### config.mk
export PLATFORM = sky130hd
export DESIGN_NAME = text_scan_generator
export DESIGN_NICKNAME = d
export VERILOG_FILES = /design/src/rtl/vga_text_pkg.sv /design/src/rtl/vga_timing_counter.sv /design/src/rtl/text_scan_generator.sv
export SDC_FILE = /design/constraint.sdc
export NUM_CORES = 1
export LEC_CHECK = 0
export ABC_AREA = 1
export BUFFER_PORTS_ARGS = -buffer_cell sky130_fd_sc_hd__buf_2
export CAP_MARGIN = 20
export CORE_ASPECT_RATIO = 2
export CORE_MARGIN = 2
export CORE_UTILIZATION = 50
export CTS_CLUSTER_SIZE = 8
export DETAILED_ROUTE_END_ITERATION = 8
export GPL_TIMING_DRIVEN = 0
export PLACE_DENSITY = 0.71
export SYNTH_ARGS = -nofsm -noshare
export SYNTH_HDL_FRONTEND = slang
export SYNTH_HIERARCHICAL = 1
export SYNTH_SLANG_ARGS = --single-unit
### constraint.sdc
create_clock -name clk -period 2.4 [get_ports clk]
set_input_delay 0 -clock clk [delete_from_list [all_inputs] [get_ports clk]]
set_output_delay 0 -clock clk [all_outputs]
set_load 0.1 [all_outputs]
### src/rtl/vga_text_pkg.sv
// Shared timing constants, glyph geometry and stage-1 sideband type for the VGA text scan path.
package vga_text_pkg;

    localparam int H_ACTIVE_DFLT = 640;
    localparam int H_FP_DFLT     = 16;
    localparam int H_SYNC_DFLT   = 96;
    localparam int H_BP_DFLT     = 48;
    localparam int V_ACTIVE_DFLT = 480;
    localparam int V_FP_DFLT     = 10;
    localparam int V_SYNC_DFLT   = 2;
    localparam int V_BP_DFLT     = 33;

    localparam int H_TOTAL      = H_ACTIVE_DFLT + H_FP_DFLT + H_SYNC_DFLT + H_BP_DFLT;
    localparam int V_TOTAL      = V_ACTIVE_DFLT + V_FP_DFLT + V_SYNC_DFLT + V_BP_DFLT;
    localparam int H_SYNC_START = H_ACTIVE_DFLT + H_FP_DFLT;
    localparam int H_SYNC_END   = H_SYNC_START + H_SYNC_DFLT;
    localparam int V_SYNC_START = V_ACTIVE_DFLT + V_FP_DFLT;
    localparam int V_SYNC_END   = V_SYNC_START + V_SYNC_DFLT;

    localparam int GLYPH_W     = 8;
    localparam int GLYPH_H     = 16;
    localparam int TEXT_COLS   = 80;
    localparam int TEXT_ROWS   = 30;
    localparam int TEXT_ADDR_W = 12;
    localparam int CNT_W       = 10;

    typedef struct packed {
        logic [2:0] col;
        logic [3:0] row;
        logic       hs;
        logic       vs;
        logic       blank;
        logic       first;
    } scan_side_t;

    localparam scan_side_t SIDE_RESET = '{col: 3'd0, row: 4'd0, hs: 1'b1, vs: 1'b1,
                                          blank: 1'b1, first: 1'b0};

    // row*80 + col as shift-add; row < 30 inside the active area so 12 bits never overflow
    function automatic logic [TEXT_ADDR_W-1:0] cell_addr(input logic [5:0] row,
                                                         input logic [6:0] col);
        logic [TEXT_ADDR_W-1:0] rw;
        rw = {6'd0, row};
        return (rw << 6) + (rw << 4) + {5'd0, col};
    endfunction

endpackage

### src/rtl/vga_timing_counter.sv
// Pixel/line counters with active-area and sync decode; advances only on pix_en.
module vga_timing_counter
    import vga_text_pkg::*;
#(
    parameter int H_ACTIVE = H_ACTIVE_DFLT,
    parameter int H_FP     = H_FP_DFLT,
    parameter int H_SYNC   = H_SYNC_DFLT,
    parameter int H_BP     = H_BP_DFLT,
    parameter int V_ACTIVE = V_ACTIVE_DFLT,
    parameter int V_FP     = V_FP_DFLT,
    parameter int V_SYNC   = V_SYNC_DFLT,
    parameter int V_BP     = V_BP_DFLT
) (
    input  logic             clk,
    input  logic             rst_n,
    input  logic             pix_en,
    output logic [CNT_W-1:0] h_cnt,
    output logic [CNT_W-1:0] v_cnt,
    output logic             active,
    output logic             hs,
    output logic             vs,
    output logic             first
);

    localparam int HT  = H_ACTIVE + H_FP + H_SYNC + H_BP;
    localparam int VT  = V_ACTIVE + V_FP + V_SYNC + V_BP;
    localparam int HSS = H_ACTIVE + H_FP;
    localparam int HSE = HSS + H_SYNC;
    localparam int VSS = V_ACTIVE + V_FP;
    localparam int VSE = VSS + V_SYNC;

    logic [CNT_W-1:0] h_cnt_d, h_cnt_q;
    logic [CNT_W-1:0] v_cnt_d, v_cnt_q;

    always_comb begin
        h_cnt_d = h_cnt_q;
        v_cnt_d = v_cnt_q;
        if (pix_en) begin
            if (h_cnt_q == CNT_W'(HT - 1)) begin
                h_cnt_d = '0;
                v_cnt_d = (v_cnt_q == CNT_W'(VT - 1)) ? '0 : v_cnt_q + 1'b1;
            end else begin
                h_cnt_d = h_cnt_q + 1'b1;
            end
        end
    end

    always_ff @(posedge clk or negedge rst_n) begin
        if (!rst_n) begin
            h_cnt_q <= '0;
            v_cnt_q <= '0;
        end else begin
            h_cnt_q <= h_cnt_d;
            v_cnt_q <= v_cnt_d;
        end
    end

    assign h_cnt  = h_cnt_q;
    assign v_cnt  = v_cnt_q;
    assign active = (h_cnt_q < CNT_W'(H_ACTIVE)) && (v_cnt_q < CNT_W'(V_ACTIVE));
    assign hs     = ~((h_cnt_q >= CNT_W'(HSS)) && (h_cnt_q < CNT_W'(HSE)));
    assign vs     = ~((v_cnt_q >= CNT_W'(VSS)) && (v_cnt_q < CNT_W'(VSE)));
    assign first  = (h_cnt_q == '0) && (v_cnt_q == '0);

endmodule

### src/rtl/text_scan_generator.sv
// VGA text scan front end: timing, text-buffer addressing and a two-stage alignment pipeline
// so character code, glyph position, syncs and blank all describe the same pixel.
module text_scan_generator
    import vga_text_pkg::*;
#(
    parameter int H_ACTIVE = H_ACTIVE_DFLT,
    parameter int H_FP     = H_FP_DFLT,
    parameter int H_SYNC   = H_SYNC_DFLT,
    parameter int H_BP     = H_BP_DFLT,
    parameter int V_ACTIVE = V_ACTIVE_DFLT,
    parameter int V_FP     = V_FP_DFLT,
    parameter int V_SYNC   = V_SYNC_DFLT,
    parameter int V_BP     = V_BP_DFLT
) (
    input  logic                   clk,
    input  logic                   rst_n,
    input  logic                   pix_en,
    output logic [TEXT_ADDR_W-1:0] ram_addr,
    input  logic [7:0]             ram_data,
    output logic [7:0]             caracter,
    output logic [2:0]             columna,
    output logic [3:0]             fila,
    output logic                   hsync,
    output logic                   vsync,
    output logic                   VGA_blank,
    output logic                   frame_start
);

    logic [CNT_W-1:0] h_cnt, v_cnt;
    logic             active, hs, vs, first;

    vga_timing_counter #(
        .H_ACTIVE(H_ACTIVE), .H_FP(H_FP), .H_SYNC(H_SYNC), .H_BP(H_BP),
        .V_ACTIVE(V_ACTIVE), .V_FP(V_FP), .V_SYNC(V_SYNC), .V_BP(V_BP)
    ) u_timing (
        .clk   (clk),
        .rst_n (rst_n),
        .pix_en(pix_en),
        .h_cnt (h_cnt),
        .v_cnt (v_cnt),
        .active(active),
        .hs    (hs),
        .vs    (vs),
        .first (first)
    );

    logic [TEXT_ADDR_W-1:0] addr_p1_d, addr_p1_q;
    scan_side_t             side_p1_d, side_p1_q;
    scan_side_t             side_p2_d, side_p2_q;
    logic                   en_last_d, en_last_q;
    logic [7:0]             char_hold_d, char_hold_q;
    logic [7:0]             char_p2;

    // Stage 0 -> 1: address arithmetic and sideband capture
    always_comb begin
        addr_p1_d = addr_p1_q;
        side_p1_d = side_p1_q;
        side_p2_d = side_p2_q;
        if (pix_en) begin
            addr_p1_d = active ? cell_addr(v_cnt[9:4], h_cnt[9:3]) : '0;
            side_p1_d = '{col: h_cnt[2:0], row: v_cnt[3:0], hs: hs, vs: vs,
                          blank: ~active, first: first};
            side_p2_d = side_p1_q;
        end
    end

    // Stage 1 -> 2: the RAM output register is the char stage. Right after an enabled edge
    // it holds the word for the pixel now in side_p2; after a stalled edge it has already
    // moved on to the next address, so the last presented code is held instead.
    assign char_p2 = en_last_q ? ram_data : char_hold_q;

    always_comb begin
        en_last_d   = pix_en;
        char_hold_d = char_p2;
    end

    always_ff @(posedge clk or negedge rst_n) begin
        if (!rst_n) begin
            addr_p1_q   <= '0;
            side_p1_q   <= SIDE_RESET;
            side_p2_q   <= SIDE_RESET;
            en_last_q   <= 1'b0;
            char_hold_q <= '0;
        end else begin
            addr_p1_q   <= addr_p1_d;
            side_p1_q   <= side_p1_d;
            side_p2_q   <= side_p2_d;
            en_last_q   <= en_last_d;
            char_hold_q <= char_hold_d;
        end
    end

    assign ram_addr    = addr_p1_q;
    assign caracter    = char_p2;
    assign columna     = side_p2_q.col;
    assign fila        = side_p2_q.row;
    assign hsync       = side_p2_q.hs;
    assign vsync       = side_p2_q.vs;
    assign VGA_blank   = side_p2_q.blank;
    assign frame_start = side_p2_q.first;

endmodule
* Word-level counts from Yosys, hierarchy flattened
Index checks and enable logic that the tools add are counted.
Widths: inputs -> output; s select.
** Storage, ports and cells
- Register bits :: 63
- Latch bits :: 0
- RAM bits :: 0
- Bits in read-only memories :: 0
- Bits of input ports :: 11
- Output and inout port bits :: 31
- Logic and storage cells :: 43
- Memories :: 0
** Operators by class
- $add $sub $neg :: 4
- $mul :: 0
- Div/mod/pow operators :: 0
- $lt $le $gt $ge :: 6
- Equal/unequal tests :: 2
- Shift operators :: 0
- Mux-type cells :: 4
- Bitwise logic cells :: 3
- Reduce and logical (&&, ||, !) cells :: 7
** Operator list (count)
- $add 10x1->10 const B :: 2
- $eq 10x10->1 const B :: 2
- $logic_not 10->1 :: 2
- $lt 10x10->1 const B :: 2
- $lt 10x9->1 const B :: 2
- $mux 10 :: 2
- $add 12x10->12 :: 1
- $add 12x7->12 :: 1
- $mux 12 :: 1
- $ge 10x10->1 const B :: 1
- $ge 10x9->1 const B :: 1
- $mux 8 :: 1
- $logic_and 1x1->1 :: 4
- $not 1->1 :: 3
- $reduce_and 2->1 :: 1

* Longest topological paths before layout
- Depth after elaboration :: 3
- Depth in mapped cells :: 12
- Mapped depth without buffers :: 12

* By module
The synthesis kept the hierarchy.
** By module, submodules not included
- text_scan_generator :: instances 1, cells an instance 203, area each 1944.4 sq um, sequential area each 1083.5 sq um
- vga_timing_counter :: instances 1, cells an instance 163, area each 1236.2 sq um, sequential area each 500.5 sq um

* Worst setup path before layout
No wires, ideal clock.
- Kind :: register to register
- Start :: register u_timing.v_cnt_q[4] (netlist: u_timing/v_cnt[4])
- End :: register addr_p1_q[11] (netlist: ram_addr[11])
- Library setup time :: 0.120 ns
- Data arrival time :: 1.909 ns
- Required time :: 2.280 ns
- Path slack :: 0.371 ns
- Cell stages (with the launch flop) :: 12
- Buffers on the path :: 0
- Period minus slack after synthesis :: 2.029 ns
- Path through :: dfrtp_1 inv_1 fa_1 fa_1 inv_1 nand2_1 nand2_1 nand3_1 nand2_1 nand2_1 nand3_1 nand2_1
** On the way
- Word-level cells in the longest chain between the ends :: 3
- Elaborated cells on any way between the ends :: 5
- Those cells by class :: 2 x add/sub; 1 x order compare; 1 x mux; 1 x reduce/logical
** Ends and longest elaborated chain
- start, declared :: line vga_timing_counter.sv:33 : logic [CNT_W-1:0] v_cnt_d, v_cnt_q;
- start signal, assigned :: line vga_timing_counter.sv:54 : v_cnt_q <= v_cnt_d;
- $add 12x10->12 or $lt 10x9->1 (tied branches) :: line vga_text_pkg.sv:44, vga_timing_counter.sv:60
- $add 12x7->12 or $logic_and 1x1->1 (tied branches) :: line vga_text_pkg.sv:44, vga_timing_counter.sv:60
- $mux 12 (*) :: line text_scan_generator.sv:60 : addr_p1_d = active ? cell_addr(v_cnt[9:4], h_cnt[9:3]) : '0;
- end signal, assigned :: line text_scan_generator.sv:85 : addr_p1_q <= addr_p1_d;
- end, declared :: line text_scan_generator.sv:47 : logic [TEXT_ADDR_W-1:0] addr_p1_d, addr_p1_q;
Mark *: on every way between the ends. The rest lies on a longest branch, timed or not.
A chain may end at the register's enable or synchronous reset.

* Worst setup path after layout
- Start :: register u_timing.v_cnt_q[6] (netlist: u_timing/v_cnt[6])
- End :: register addr_p1_q[11] (netlist: ram_addr[11])
Same word-level chain as after synthesis.

==> impl_metrics.ini <==
[run_status]
status = completed

[clock_network]
htreeDepth = 3
clk-insertion-delay-late_ps = 330
clk_pin_slew_worst_paths_ps = 50
clkSinkCount = 63
cts_buffer_depth = 2
root_buffer = clkbuf_16
cts_tree = built
numCtsBuffers = 9
cts_setup_buffers = 0

[sta]
fmax_mhz = 450
hold_violations = 0
finalSetupTns_ps = 0
worst-slew-pin-transition_ps = 792
min_period_ps = 2220
drv_slew = 0
fin_ws_ps = 177
fin_skew_ps = 3.40
fin_crit_sh = 0.926
finalSetupViolCount = 0
worst_slew_margin_rel = 0.472
grt_setup_unrepaired = no

[logic_synthesis]
ys_warn_count = 6
synth_edf_count = 0
ys_seq_area_frac = 0.498
syn_nets = 394
syn_avg_cell_area_um2 = 8.69
yosys-top-cells-area = dfrtp_1, nand2_1, ha_1
synth_ff_type = dfrtp_1
yosys-top-cells-count = nand2_1, dfrtp_1, inv_1
synth.most_common_cell = nand2_1
yosysTopAreaCell = dfrtp_1
ys_types = 32
syn-cell-area_um2 = 3180
ys_ff_latch = 63
syn_inst = 366
async_reset_ff_frac = 1.00
yosys.area.top_type_share = 0.448

[job]
drv_cap = 0

[power_and_ir_drop]
powerDensity_nw_per_um2 = 914
ir_worst_vdd_uv = 484
total_leakage_power_uw = 0.00211

[critical_path]
critPathLaunchType = flip-flop
critPathMaxFanout = 7
regToRegSetupSlack_ps = 180
reg2reg_to = ram_addr[11]
r2r_cells = 11
cp.required_ps = 2610
endpoint_kind = flip-flop
arrival_ps = 2440
worstSetupPathType = flip-flop to flip-flop
r2r_start = u_timing/v_cnt[6]

[global_route]
antenna_found_initial = 0
grt_overflow = 0
grt_max_degree = 36
grt_pass1_vias = 2539
grt_pass1_wl_mm = 11.1
grt_usage = 0.213

[layout]
drive_above_1_share = 0.214
area_growth_pct = 22.8
n_antenna_cell = 0
finalInstanceArea_um2 = 3910
final_nets = 457

[placement]
placed_cell_area_um2 = 3510
placement.io_buffers = 41
gp_congestion = 0.894
place_ws_ps = 122
hpwl_mm = 4.78

[drt]
met1Wirelength_mm = 2.86
drt_iter0_drc = 121
drc = 0
avgRoutedWirePerCell_um = 13.2
topRoutingLayerUsed = met4
routed-wl-met3_um = 282
antenna_left = 0
routed-wl-met2_mm = 3.53
first_pass_iters = 4
finalWirelength_mm = 6.88
vias = 2646
viasPerCell = 5.09

[die]
start_util = 0.512
row_count = 41
dieWidth_um = 60.4
ios = 42
core-area_um2 = 6210
die_area_um2 = 7050
die_h_um = 117

[min_path]
hp-class = primary input to asynchronous set/reset pin
==> where the power goes <==
group          internal (uW)  total, uW  leakage (uW)  switching (uW)
logic                    207        956       0.00119             749
clock network            826       1270      0.000146             442
registers               1220       1350      0.000772             126
total                   2250       3570       0.00211            1320
==> registers in the layout, summed over array words and instances (netlist names) <==
| name | flops |
|---|---|
| ram_addr | 12 |
| side_p1_q | 11 |
| en_last_q | 1 |
| u_timing/v_cnt | 10 |
| u_timing/h_cnt | 10 |
| vsync | 1 |
| VGA_blank | 1 |
| hsync | 1 |
| char_hold_q | 8 |
| fila | 4 |
| frame_start | 1 |
| columna | 3 |
==> layout make-up <==
type / instances / area [um2]
fill: 514 / 2300
sequential: 63 / 1590
multi-input combinational: 254 / 1400
timing repair buffer: 52 / 325
clock buffer: 12 / 246
inverter: 42 / 158
tap: 86 / 108
clock inverter: 4 / 45.0
buffer: 7 / 37.5
==> cells in the final DEF, fill, tap and decap left out, drive strengths merged, types with 2 or more instances in the layout <==
cell type / instances
or2: 2
buf: 49
nor2: 31
nand3: 23
o21ai: 13
a21oi: 5
xor2: 8
ha: 15
clkinv: 3
nand2: 120
dfstp: 6
nand4: 5
dfrtp: 57
nor4: 2
a22o: 6
nand3b: 2
mux2: 8
nor3: 7
xnor2: 2
dlygate4sd3: 10
clkbuf: 12
inv: 42
fa: 2
==> layer usage <==
metal  vias up  track usage
met4         0        0.114
met3        19       0.0538
li1       1291            -
met1      1253        0.246
met5         -            0
met2        83        0.352
==> critical path, cell delays in order, from the launching register on <==
cell and delay, ps:
dfrtp_1 480, inv_1 90, fa_1 490, fa_1 430, inv_1 70, nand2_1 70
nand2_1 110, nand3_1 100, nand2_1 70, nand2_1 40, nand3_1 110, nand2_1 60
==> repair_timing <==
item / 4_1_cts / 5_1_grt
setup endpoints to repair: 0 / 1
resized for setup: 0 / 1
hold buffers: 10 / 0
hold endpoints to repair: 43 / 0
==> cells by family after synthesis <==
family                   after synthesis  share of synthesized area
AND/OR/NAND/NOR                      193                      0.262
flip-flops                            63                      0.498
buffers and inverters                 49                     0.0614
AO/OA/AOI/OAI                         26                     0.0507
adder cells (fa/ha/maj)               17                     0.0716
XOR/XNOR                              10                     0.0275
multiplexers                           8                     0.0283
==> how the worst max path moves through the flow <==
stage                      start           end  slack (ps)
2_1_floorplan  u_timing/v_cnt[4]  ram_addr[11]         370
3_3_place_gp   u_timing/v_cnt[4]  ram_addr[11]         130
3_5_place_dp   u_timing/v_cnt[4]  ram_addr[11]         120
4_1_cts        u_timing/v_cnt[4]  ram_addr[11]         110
5_1_grt        u_timing/v_cnt[6]  ram_addr[11]          30
6_report       u_timing/v_cnt[6]  ram_addr[11]         180
==> per-stage QoR <==
stage	utilization	total power [uW]	hold WS, ps	cells
floorplan	-	2120	-296	366
global placement	0.563	2280	248	493
detailed placement	0.566	2310	129	494
CTS	0.629	3590	310	520
global route	0.629	3730	382	520
finish	0.629	3570	302	520
No activity file was read; power rests on OpenSTA's default activity.
